**src/rtl/fetch_ctrl_if.sv**
```systemverilog
// Purpose: fetch_ctrl bus interface between run control/decode and the fetch sequencer.
// Ports (master drives control, slave is fetch_ctrl):
//   start, start_addr                  run control: begin execution at start_addr
//   stall, halt, branch_en, branch_off  decode feedback for the current word
//   jump_en, jump_target               absolute jump request
//   pc_out, instr_valid, busy, done    fetch status / ROM address
//   instr_count                        retired-instruction count (0 unless FETCH_PERF_EN)
interface fetch_ctrl_if #(
   parameter int unsigned ADDR_W = 16,
   parameter int unsigned OFF_W  = 8
);
   localparam int unsigned CNT_W = 16;

   logic              start;
   logic [ADDR_W-1:0] start_addr;
   logic              stall;
   logic              halt;
   logic              branch_en;
   logic [OFF_W-1:0]  branch_off;
   logic              jump_en;
   logic [ADDR_W-1:0] jump_target;
   logic [ADDR_W-1:0] pc_out;
   logic              instr_valid;
   logic              busy;
   logic              done;
   logic [CNT_W-1:0]  instr_count;

   modport master (
      output start, start_addr, stall, halt, branch_en, branch_off, jump_en, jump_target,
      input  pc_out, instr_valid, busy, done, instr_count
   );

   modport slave (
      input  start, start_addr, stall, halt, branch_en, branch_off, jump_en, jump_target,
      output pc_out, instr_valid, busy, done, instr_count
   );
endinterface

```
**src/rtl/fetch_ctrl.sv**
```systemverilog
// Purpose: program counter and fetch sequencer (IDLE/FETCH/DONE) for the 9-bit-instruction
//          core. Drives the combinational ROM address and flags the word consumed by decode.
// Ports:
//   clk    system clock, rising edge
//   rst_n  asynchronous active-low reset
//   bus    fetch_ctrl_if.slave: start/start_addr, stall, halt, branch_en/branch_off,
//          jump_en/jump_target in; pc_out, instr_valid, busy, done, instr_count out
// Optional feature: define FETCH_PERF_EN to build the saturating retired-instruction
//          counter; otherwise instr_count is tied to 0.
module fetch_ctrl #(
   parameter int unsigned ADDR_W = 16,
   parameter int unsigned OFF_W  = 8
) (
   input logic         clk,
   input logic         rst_n,
   fetch_ctrl_if.slave bus
);
   localparam int unsigned EXT_W = ADDR_W - OFF_W;
   localparam int unsigned CNT_W = 16;

   typedef enum logic [1:0] {
      S_IDLE  = 2'd0,
      S_FETCH = 2'd1,
      S_DONE  = 2'd2
   } state_e;

   state_e            state_q;
   logic [ADDR_W-1:0] pc_q;
   logic [ADDR_W-1:0] pc_d;
   logic              done_q;
   logic [ADDR_W-1:0] br_off;
   logic              start_ok;
   logic              consume;

   // Start is only honoured when no program is running.
   assign start_ok = bus.start && (state_q != S_FETCH);
   // The word at pc_out is consumed in FETCH whenever decode is not stalled.
   assign consume  = (state_q == S_FETCH) && !bus.stall;
   assign br_off   = {{EXT_W{bus.branch_off[OFF_W-1]}}, bus.branch_off};

   // Next-pc selection: halt > jump > branch > sequential; math wraps modulo 2**ADDR_W.
   always_comb begin
      pc_d = pc_q;
      if (start_ok) begin
         pc_d = bus.start_addr;
      end else if (consume && !bus.halt) begin
         if (bus.jump_en) begin
            pc_d = bus.jump_target;
         end else if (bus.branch_en) begin
            pc_d = pc_q + br_off;
         end else begin
            pc_d = pc_q + ADDR_W'(1);
         end
      end
   end

   // Sequencer state, pc and done flag.
   always_ff @(posedge clk or negedge rst_n) begin
      if (!rst_n) begin
         state_q <= S_IDLE;
         pc_q    <= '0;
         done_q  <= 1'b0;
      end else begin
         pc_q <= pc_d;
         case (state_q)
            S_IDLE: begin
               if (bus.start) state_q <= S_FETCH;
            end
            S_FETCH: begin
               if (consume && bus.halt) begin
                  state_q <= S_DONE;
                  done_q  <= 1'b1;
               end
            end
            S_DONE: begin
               if (bus.start) begin
                  state_q <= S_FETCH;
                  done_q  <= 1'b0;
               end
            end
            default: begin
               state_q <= S_IDLE;
               done_q  <= 1'b0;
            end
         endcase
      end
   end

   assign bus.pc_out      = pc_q;
   assign bus.busy        = (state_q == S_FETCH);
   assign bus.instr_valid = consume;
   assign bus.done        = done_q;

`ifdef FETCH_PERF_EN
   logic [CNT_W-1:0] cnt_q;

   // Saturating count of consumed words; an accepted start never coincides with a valid word.
   always_ff @(posedge clk or negedge rst_n) begin
      if (!rst_n) begin
         cnt_q <= '0;
      end else if (start_ok) begin
         cnt_q <= '0;
      end else if (consume && (cnt_q != '1)) begin
         cnt_q <= cnt_q + CNT_W'(1);
      end
   end

   assign bus.instr_count = cnt_q;
`else
   assign bus.instr_count = '0;
`endif
endmodule

```
**src/flat_wrapper.sv**
```systemverilog
// flat-port wrapper written by rule: the top's interface ports become plain ports
module fetch_ctrl_flat 
#(
   parameter int unsigned ADDR_W = 16,
   parameter int unsigned OFF_W  = 8
)
  (clk, rst_n, bus_start, bus_start_addr, bus_stall, bus_halt, bus_branch_en, bus_branch_off, bus_jump_en, bus_jump_target, bus_pc_out, bus_instr_valid, bus_busy, bus_done, bus_instr_count);
  fetch_ctrl_if #(.ADDR_W(ADDR_W), .OFF_W(OFF_W)) bus_i ();
  input logic clk;
  input logic rst_n;
  input wire logic [$bits(bus_i.start)-1:0] bus_start;
  input wire logic [$bits(bus_i.start_addr)-1:0] bus_start_addr;
  input wire logic [$bits(bus_i.stall)-1:0] bus_stall;
  input wire logic [$bits(bus_i.halt)-1:0] bus_halt;
  input wire logic [$bits(bus_i.branch_en)-1:0] bus_branch_en;
  input wire logic [$bits(bus_i.branch_off)-1:0] bus_branch_off;
  input wire logic [$bits(bus_i.jump_en)-1:0] bus_jump_en;
  input wire logic [$bits(bus_i.jump_target)-1:0] bus_jump_target;
  output wire logic [$bits(bus_i.pc_out)-1:0] bus_pc_out;
  output wire logic [$bits(bus_i.instr_valid)-1:0] bus_instr_valid;
  output wire logic [$bits(bus_i.busy)-1:0] bus_busy;
  output wire logic [$bits(bus_i.done)-1:0] bus_done;
  output wire logic [$bits(bus_i.instr_count)-1:0] bus_instr_count;
  assign bus_i.start = bus_start;
  assign bus_i.start_addr = bus_start_addr;
  assign bus_i.stall = bus_stall;
  assign bus_i.halt = bus_halt;
  assign bus_i.branch_en = bus_branch_en;
  assign bus_i.branch_off = bus_branch_off;
  assign bus_i.jump_en = bus_jump_en;
  assign bus_i.jump_target = bus_jump_target;
  assign bus_pc_out = bus_i.pc_out;
  assign bus_instr_valid = bus_i.instr_valid;
  assign bus_busy = bus_i.busy;
  assign bus_done = bus_i.done;
  assign bus_instr_count = bus_i.instr_count;
  fetch_ctrl #(.ADDR_W(ADDR_W), .OFF_W(OFF_W)) u_core (.clk(clk), .rst_n(rst_n), .bus(bus_i));
endmodule
```
**config.mk**
```make
export PLATFORM = sky130hd
export DESIGN_NAME = fetch_ctrl_flat
export DESIGN_NICKNAME = d
export VERILOG_FILES = /design/src/rtl/fetch_ctrl_if.sv /design/src/rtl/fetch_ctrl.sv /design/src/flat_wrapper.sv
export SDC_FILE = /design/constraint.sdc
export NUM_CORES = 1
export LEC_CHECK = 0
export BUFFER_PORTS_ARGS = -buffer_cell sky130_fd_sc_hd__buf_2
export CELL_PAD_IN_SITES_DETAIL_PLACEMENT = 1
export CELL_PAD_IN_SITES_GLOBAL_PLACEMENT = 1
export CORE_UTILIZATION = 35
export CTS_BUF_LIST = sky130_fd_sc_hd__clkbuf_4 sky130_fd_sc_hd__clkbuf_8
export CTS_CLUSTER_SIZE = 20
export DETAILED_ROUTE_END_ITERATION = 8
export PLACE_DENSITY_LB_ADDON = 0.1
export SLEW_MARGIN = 30
export SYNTH_ARGS = -nofsm -noshare
export SYNTH_HDL_FRONTEND = slang
export SYNTH_SLANG_ARGS = --single-unit
```
**constraint.sdc**
```tcl
create_clock -name clk -period 3.25 [get_ports clk]
set_input_delay 0.65 -clock clk [delete_from_list [all_inputs] [get_ports clk]]
set_output_delay 0.65 -clock clk [all_outputs]
set_load 0.02 [all_outputs]
```
==> results.toml, run 1 <==
[floorplan]
core_area_mm2 = 0.00554
die_area_mm2 = 0.00610
die_y_um = 78.1
start_util = 0.366
die_w_um = 78.1
io-pin-count = 82
row_count = 27

[setup_path]
startpoint_type = "primary input"
path_max_fanout = 5
r2r_slack_ns = 0.63
slowest_stage = "fa_1"
crit_family = "compound AO/OA/AOI/OAI gates"
critPathMaxStageDelay_ns = 0.44
critPathBufInv = 1
crit_chain = "buf_2 > nand2b_1 > ha_1 > fa_1 > a211oi_1 > o21ai_0 > a21oi_1 > mux2i_1 > or3_1 > a31oi_1"
arrival_ns = 2.95
crit_required_ns = 3.43
worstSetupPathType = "in2reg"
worstSetupEndpointType = "flip-flop"

[clocking]
clock_path_buffers = 2
htree_levels = 1
ctsHoldBuffers = 0
cts_buffers = 3
cts_setup_buffers = 0
cts_tree = "yes"
clock-sinks = 19
clock_tree.root_cell = "clkbuf_8"
cts-resized-gates = 0
clk_latency_ns = 0.27
path_clk_slew_ns = 0.09

[route]
drc = 0
via_per_inst = 5.59
wire_per_inst_um = 17.5
wirelength_um = 6730
ant_nets = 0
first_pass_iters = 4
vias = 2146
drt_iter0_drc = 62

[sta]
setup_viol = 0
fin_crit_sh = 0.853
rsz0062_at_grt = "false"
timing.setup.tns_ns = 0
slew_violations = 0
max_slew_margin = 0.621
finalHoldViolCount = 0
fmax_mhz = 361
holdWs_ns = 0.343
finClkSkew_ns = 0.0127
worst_pin_slew_ns = 0.568
period_needed_ns = 2.77

[global_route]
grtUsageMet3 = 0.0407
grt.overflow.total = 0
grt_pass1_vias = 2173
grt.busiest_layer = "met2"
antenna_found_initial = 0
use_met2 = 0.401
grt_start_max_net_pins = 29
grt_util_met1 = 0.291
grt_usage = 0.229
grt_pass1_wl_um = 11000

[logic_synthesis]
ys_ff_latch = 19
yosysMostFrequentCell = "nand2_1"
synth.area.top_cells = "dfrtp_1 23%, buf_4 7.8%, o21ai_0 4.9%"
yosys-top-cells-count = "22 x nand2_1, 21 x buf_4, 20 x nor2_1, 20 x o21ai_0, 19 x dfrtp_1"
synth_top_area_share = 0.235
synth-edff-count = 0
syn_area_mm2 = 0.00203
yosysTopAreaCell = "dfrtp_1"
syn_inst = 256
async_reset_ff_frac = 1.00
yosys_most_used_dff = "dfrtp_1"
avgSynthCellArea_um2 = 7.92
synth_warnings = 0
ys_seq_area_frac = 0.235
synth.distinct_cells = 55

[placed_design]
port_buffers = 65
dp_hpwl_um = 5040
gp_congestion = 0.833

[final_layout]
n_fill_cell = 749
nNetsFinal = 368
diodes = 0
synthToLayoutAreaGrowth_pct = 17.2
ff_latch_area_um2 = 475
drive_above_1_share = 0.260
multiInputGateArea_mm2 = 0.00140

[run_status]
status = "finished, final reports clean"

[hold_path]
hold_class = "in2async"

[power_and_ir_drop]
ir_drop_mv = 0.298
p_per_area_mw_per_mm2 = 806
p_total_uw = 1920
p_leak_uw = 0.00109

[job]
maxCapViolCount = 0
stage by stage:
stage	cell area [um^2]	setup slack [ns]	std cells	util
final	2380	0.479	384	0.429
after global routing	2380	0.281	384	0.429
after CTS	2380	0.511	384	0.429
after detailed placement	2330	0.252	380	0.421
after global placement	2330	0.310	380	0.421
after floorplan	2080	0.398	271	-
flip-flops by register name (all words and copies together), names as in the netlist:
name / count
u_core.state_q: 2
u_core.bus.done: 1
u_core.bus.pc_out: 16
cells in the final DEF, fill, tap and decap left out, types with 7 or more instances in the layout:
cell / Yosys / layout
dfrtp_1: 19 / 19
ha_1: 7 / 7
nor2_1: 20 / 20
buf_2: 0 / 65
a211oi_1: 7 / 7
nand3_1: 8 / 8
o21ai_0: 20 / 20
mux2i_1: 7 / 7
conb_1: 1 / 16
and2_1: 9 / 9
a21oi_1: 17 / 17
nand2_1: 22 / 22
xnor2_1: 9 / 9
final timing paths:
| check | startpoint | to | cells after the start |
|---|---|---|---|
| worst max-delay path | bus_branch_en | u_core.bus.pc_out[8] | 10 |
| worst min-delay path | rst_n | u_core.bus.pc_out[11] | 1 |
| worst max register to register | u_core.bus.pc_out[0] | u_core.bus.pc_out[8] | 8 |
| worst min register to register | u_core.bus.done | u_core.bus.done | 2 |
| max in group asynchronous | rst_n | u_core.bus.pc_out[6] | 1 |
| min in group clk | u_core.bus.done | u_core.bus.done | 2 |
final cells by class:
type	instances	share of cell area
Sequential cell	19	0.200
Clock buffer	3	0.0174
Inverter	3	0.00474
Timing Repair Buffer	69	0.150
Multi-Input combinational cell	217	0.588
Clock inverter	1	0.00211
Tap cell	72	0.0379
where the power goes:
part	switching [uW]	internal, uW
Sequential	202	347
Clock	92.6	85.5
Combinational	705	483
Total	1000	916
per-layer routing:
layer / share of wire / routed length [um]
met1: 0.45 / 3010
met2: 0.49 / 3270
met3: 0.052 / 347
met4: 0.015 / 102
met5: 0 / 0
logic make-up after synthesis:
kind of cell / share of synthesized area
AO/OA/AOI/OAI: 0.303
flip-flops: 0.235
multiplexers: 0.0401
buffers and inverters: 0.104
other: 0.00185
XOR/XNOR: 0.0432
AND/OR/NAND/NOR: 0.220
adder cells (fa/ha/maj): 0.0531
No activity file was read; power rests on OpenSTA's default activity.
==> run 2, diff against run 1 <==
MAX_ROUTING_LAYER = met4   (was default)
==> run 2 against run 1 <==
Effect of this change: core utilization stayed put; clock skew hardly changed; final area stayed put; worst setup slack better by 0.014 ns; hold slack worse by 0.0020 ns; clock power hardly changed; register-to-register slack hardly changed; critical path type unchanged; largest cell class unchanged.
==> results.toml, run 2 (same netlist as run 1, synthesis figures left out) <==
[run_status]
status = "finished, final reports clean"

[floorplan]
die_y_um = 78.1
core_area_mm2 = 0.00554
io-pin-count = 82
row_count = 27
start_util = 0.366
die_area_mm2 = 0.00610
die_w_um = 78.1

[sta]
max_slew_margin = 0.624
finClkSkew_ns = 0.0129
timing.setup.tns_ns = 0
holdWs_ns = 0.341
fin_ws_ns = 0.493
fin_crit_sh = 0.848
fmax_mhz = 363
setup_viol = 0
finalHoldViolCount = 0
worst_pin_slew_ns = 0.565
rsz0062_at_grt = "false"
period_needed_ns = 2.76
slew_violations = 0

[final_layout]
mostFrequentLayoutCell = "buf_2"
largest_register_ffs = 16
n_fill_cell = 749
drive_above_1_share = 0.260
synthToLayoutAreaGrowth_pct = 17.2
nNetsFinal = 368
final_cell_mix = "65 x buf_2, 22 x nand2_1, 20 x nor2_1, 20 x o21ai_0, 19 x dfrtp_1"
ff_latch_area_um2 = 475
diodes = 0
multiInputGateArea_mm2 = 0.00140

[setup_path]
worstSetupPathType = "in2reg"
r2r_slack_ns = 0.64
crit_required_ns = 3.43
r2r-end = "u_core.bus.pc_out[8]"
rr_startpoint = "u_core.bus.pc_out[0]"
r2r_cells = 8
path_max_fanout = 5
critPathLaunch = "bus_branch_en"
arrival_ns = 2.94
endpoint = "u_core.bus.pc_out[8]"
worstSetupEndpointType = "flip-flop"
startpoint_type = "primary input"

[clocking]
clock-sinks = 19
clk_latency_ns = 0.27
clock_tree.root_cell = "clkbuf_8"
path_clk_slew_ns = 0.09
cts_setup_buffers = 0
cts_tree = "yes"
htree_levels = 1
clock_path_buffers = 2
cts_buffers = 3
cts-resized-gates = 0
ctsHoldBuffers = 0

[route]
drt_iter0_drc = 59
wire_per_inst_um = 17.4
via_per_inst = 5.57
ant_nets = 0
vias = 2138
wirelength_um = 6700
first_pass_iters = 4
drc = 0

[power_and_ir_drop]
p_per_area_mw_per_mm2 = 806
p_leak_uw = 0.00109
ir_drop_mv = 0.299

[global_route]
grt.overflow.total = 0
grt_pass1_wl_um = 10900
grt_usage = 0.236
grt_util_met1 = 0.297
grt_start_max_net_pins = 29
use_met2 = 0.399
grtUsageMet3 = 0.0326
grt.busiest_layer = "met2"
grt_pass1_vias = 2176
antenna_found_initial = 0

[placed_design]
gp_congestion = 0.845
dp_hpwl_um = 5040
port_buffers = 65
dp_slack_ns = 0.252

[job]
maxCapViolCount = 0

[hold_path]
hold_class = "in2async"
-- run 2: critical path, cell delays in order --
cell      delay (ns)
buf_2           0.15
nand2b_1        0.07
ha_1            0.22
fa_1            0.44
a211oi_1        0.30
o21ai_0         0.27
a21oi_1         0.22
mux2i_1         0.11
or3_1           0.35
a31oi_1         0.16
-- run 2: through the flow --
stage | util | total power [uW] | area (um^2) | std cells
after global routing | 0.429 | 2080 | 2380 | 384
after detailed placement | 0.421 | 1730 | 2330 | 380
after CTS | 0.429 | 1930 | 2380 | 384
after global placement | 0.421 | 1720 | 2330 | 380
final | 0.429 | 1920 | 2380 | 384
after floorplan | - | 1390 | 2080 | 271
-- run 2: worst min path at each step --
stage / start / endpoint / slack, ns
6_report: rst_n / u_core.bus.pc_out[11] / 0.34
5_1_grt: rst_n / u_core.bus.pc_out[11] / 0.36
4_1_cts: rst_n / u_core.bus.pc_out[11] / 0.36
3_5_place_dp: u_core.bus.done / u_core.bus.done / 0.50
3_3_place_gp: u_core.bus.done / u_core.bus.done / 0.49
2_1_floorplan: rst_n / u_core.bus.done / 0.35
-- run 2: area by class of cell --
class,count,area share
timing repair buffer,69,0.150
tap,72,0.0379
clock buffer,3,0.0174
multi-input combinational,217,0.588
sequential,19,0.200
clock inverter,1,0.00211
inverter,3,0.00474
-- run 2: layer usage --
layer | wire length (um) | vias to the layer above
met1 | 3060 | 1044
met5 | 0 | -
met2 | 3220 | 57
met4 | 99 | 0
li1 | - | 1028
met3 | 325 | 9
-- run 2: report_power, final --
part           internal, uW  leakage (uW)  switching (uW)
logic                   484      0.000838             705
registers               347      0.000227             201
clock network          85.5     0.0000255            93.1
==> run 3, diff against run 2 <==
CORE_UTILIZATION = 32   (was 35)
clock period = 2.23 ns   (was 3.25 ns; I/O delays follow)
==> run 3 against run 2 <==
Effect of this change: the flow now finishes with violations (negative setup slack); sequential share of layout area decreased by 3.1 points; register-to-register slack lost 0.66 ns; clock skew decreased by 0.010 ns; global-route usage rose by 0.63 points; power grew 74%; highest routed layer unchanged.
==> results.toml, run 3 (same netlist as run 1, synthesis figures left out) <==
[floorplan]
die_area_mm2 = 0.00666
io-pin-count = 82
core_area_mm2 = 0.00603
die_w_um = 81.6
row_count = 28
start_util = 0.336
die_y_um = 81.6

[setup_path]
crit_family = "compound AO/OA/AOI/OAI gates"
crit_required_ns = 2.38
r2r_slack_ns = -0.02
crit_chain = "buf_12 > and2_4 > ha_4 > a211o_1 > a2111oi_4 > o21bai_4 > mux2i_1 > xnor2_1 > a221o_1"
critPathBufInv = 1
startpoint_type = "primary input"
worstSetupEndpointType = "flip-flop"
slowest_stage = "a2111oi_4"
critPathMaxStageDelay_ns = 0.39
worstSetupPathType = "in2reg"
arrival_ns = 2.42
path_max_fanout = 6

[sta]
fin_crit_sh = 1.02
fin_ws_ns = -0.0376
fmax_mhz = 441
setup_viol = 1
max_slew_margin = 0.623
slew_violations = 0
timing.setup.tns_ns = -0.0376
holdWs_ns = 0.144
finClkSkew_ns = 0.00262
rsz0062_at_grt = "true"
worst_pin_slew_ns = 0.564
period_needed_ns = 2.27
finalHoldViolCount = 0

[clocking]
cts_tree = "yes"
htree_levels = 1
path_clk_slew_ns = 0.08
clk_latency_ns = 0.26
clock_tree.root_cell = "clkbuf_8"
clock-sinks = 19
clock_path_buffers = 2
cts_buffers = 3

[route]
wire_per_inst_um = 17.4
wirelength_um = 7350
drt_iter0_drc = 58
vias = 2254
drc = 0
via_per_inst = 5.34
first_pass_iters = 4
ant_nets = 0

[placed_design]
dp_hpwl_um = 5580
gp_congestion = 0.830
port_buffers = 65
dp_slack_ns = -0.378

[final_layout]
final_cell_mix = "63 x buf_2, 37 x buf_4, 22 x nand2_1"
n_fill_cell = 768
diodes = 0
drive_above_1_share = 0.389
mostFrequentLayoutCell = "buf_2"
largest_register_ffs = 16
nNetsFinal = 403
synthToLayoutAreaGrowth_pct = 39.0
postLayoutCoreUtil = 0.467

[job]
maxCapViolCount = 0

[run_status]
violations = "negative setup slack"
status = "complete, but fails checks"

[power_and_ir_drop]
ir_drop_mv = 0.520
p_leak_uw = 0.00130
p_per_area_mw_per_mm2 = 1180

[global_route]
antenna_found_initial = 0
grt_usage = 0.242
grt_pass1_vias = 2351
grt.overflow.total = 0
grt_pass1_wl_um = 11800
grt_start_max_net_pins = 20

[hold_path]
hold_class = "in2async"
==> run 3: cell count changes in the layout (fill, tap and decap cells not counted), sizes merged <==
cell,change
buf,+35
==> run 3: cell type report <==
class,count,area [um^2],area share
multi-input cells,217,1540,0.548
repair buffers,104,647,0.230
flip-flops and latches,19,475,0.169
well taps,75,93.8,0.0333
clock buffers,3,41.3,0.0147
inverters,3,11.3,0.00400
clock inverters,1,5.00,0.00178
==> run 3: power by group <==
group / switching [uW] / internal [uW] / leakage (uW) / total [uW]
registers: 283 / 506 / 0.000227 / 789
clock network: 136 / 125 / 0.0000255 / 260
logic: 1220 / 1050 / 0.00105 / 2280
total: 1640 / 1690 / 0.00130 / 3330
==> run 3: path summary, 6_finish.rpt <==
check / start / to / cells after the start
max: bus_branch_en / u_core.bus.pc_out[9] / 9
min: rst_n / u_core.bus.pc_out[5] / 1
max reg2reg: u_core.bus.pc_out[0] / u_core.bus.pc_out[9] / 7
min reg2reg: u_core.bus.done / u_core.bus.done / 2
max in group asynchronous: rst_n / u_core.bus.pc_out[9] / 1
min in group clk: bus_start_addr[14] / u_core.bus.pc_out[14] / 3
==> run 3: through the flow <==
step	cells	power, uW	cell area [um^2]
3_5_place_dp	416	2860	2620
3_3_place_gp	416	2850	2620
2_1_floorplan	271	2070	2130
6_report	422	3330	2820
4_1_cts	421	3240	2740
5_1_grt	422	3600	2820
==> run 3: what timing repair did <==
item | 4_1_cts | 5_1_grt
setup buffers | 1 | 1
setup endpoints to repair | 7 | 10
resized for setup | 15 | 17
hold buffers | 0 | 0
endpoints found under the hold margin | 0 | 0
pin swaps | 8 | 5
==> run 3: routing by layer <==
layer | share of wire | track usage
met1 | 0.47 | 0.321
met4 | 0.0068 | 0.0421
met5 | 0 | -
met2 | 0.50 | 0.408
met3 | 0.029 | 0.0167
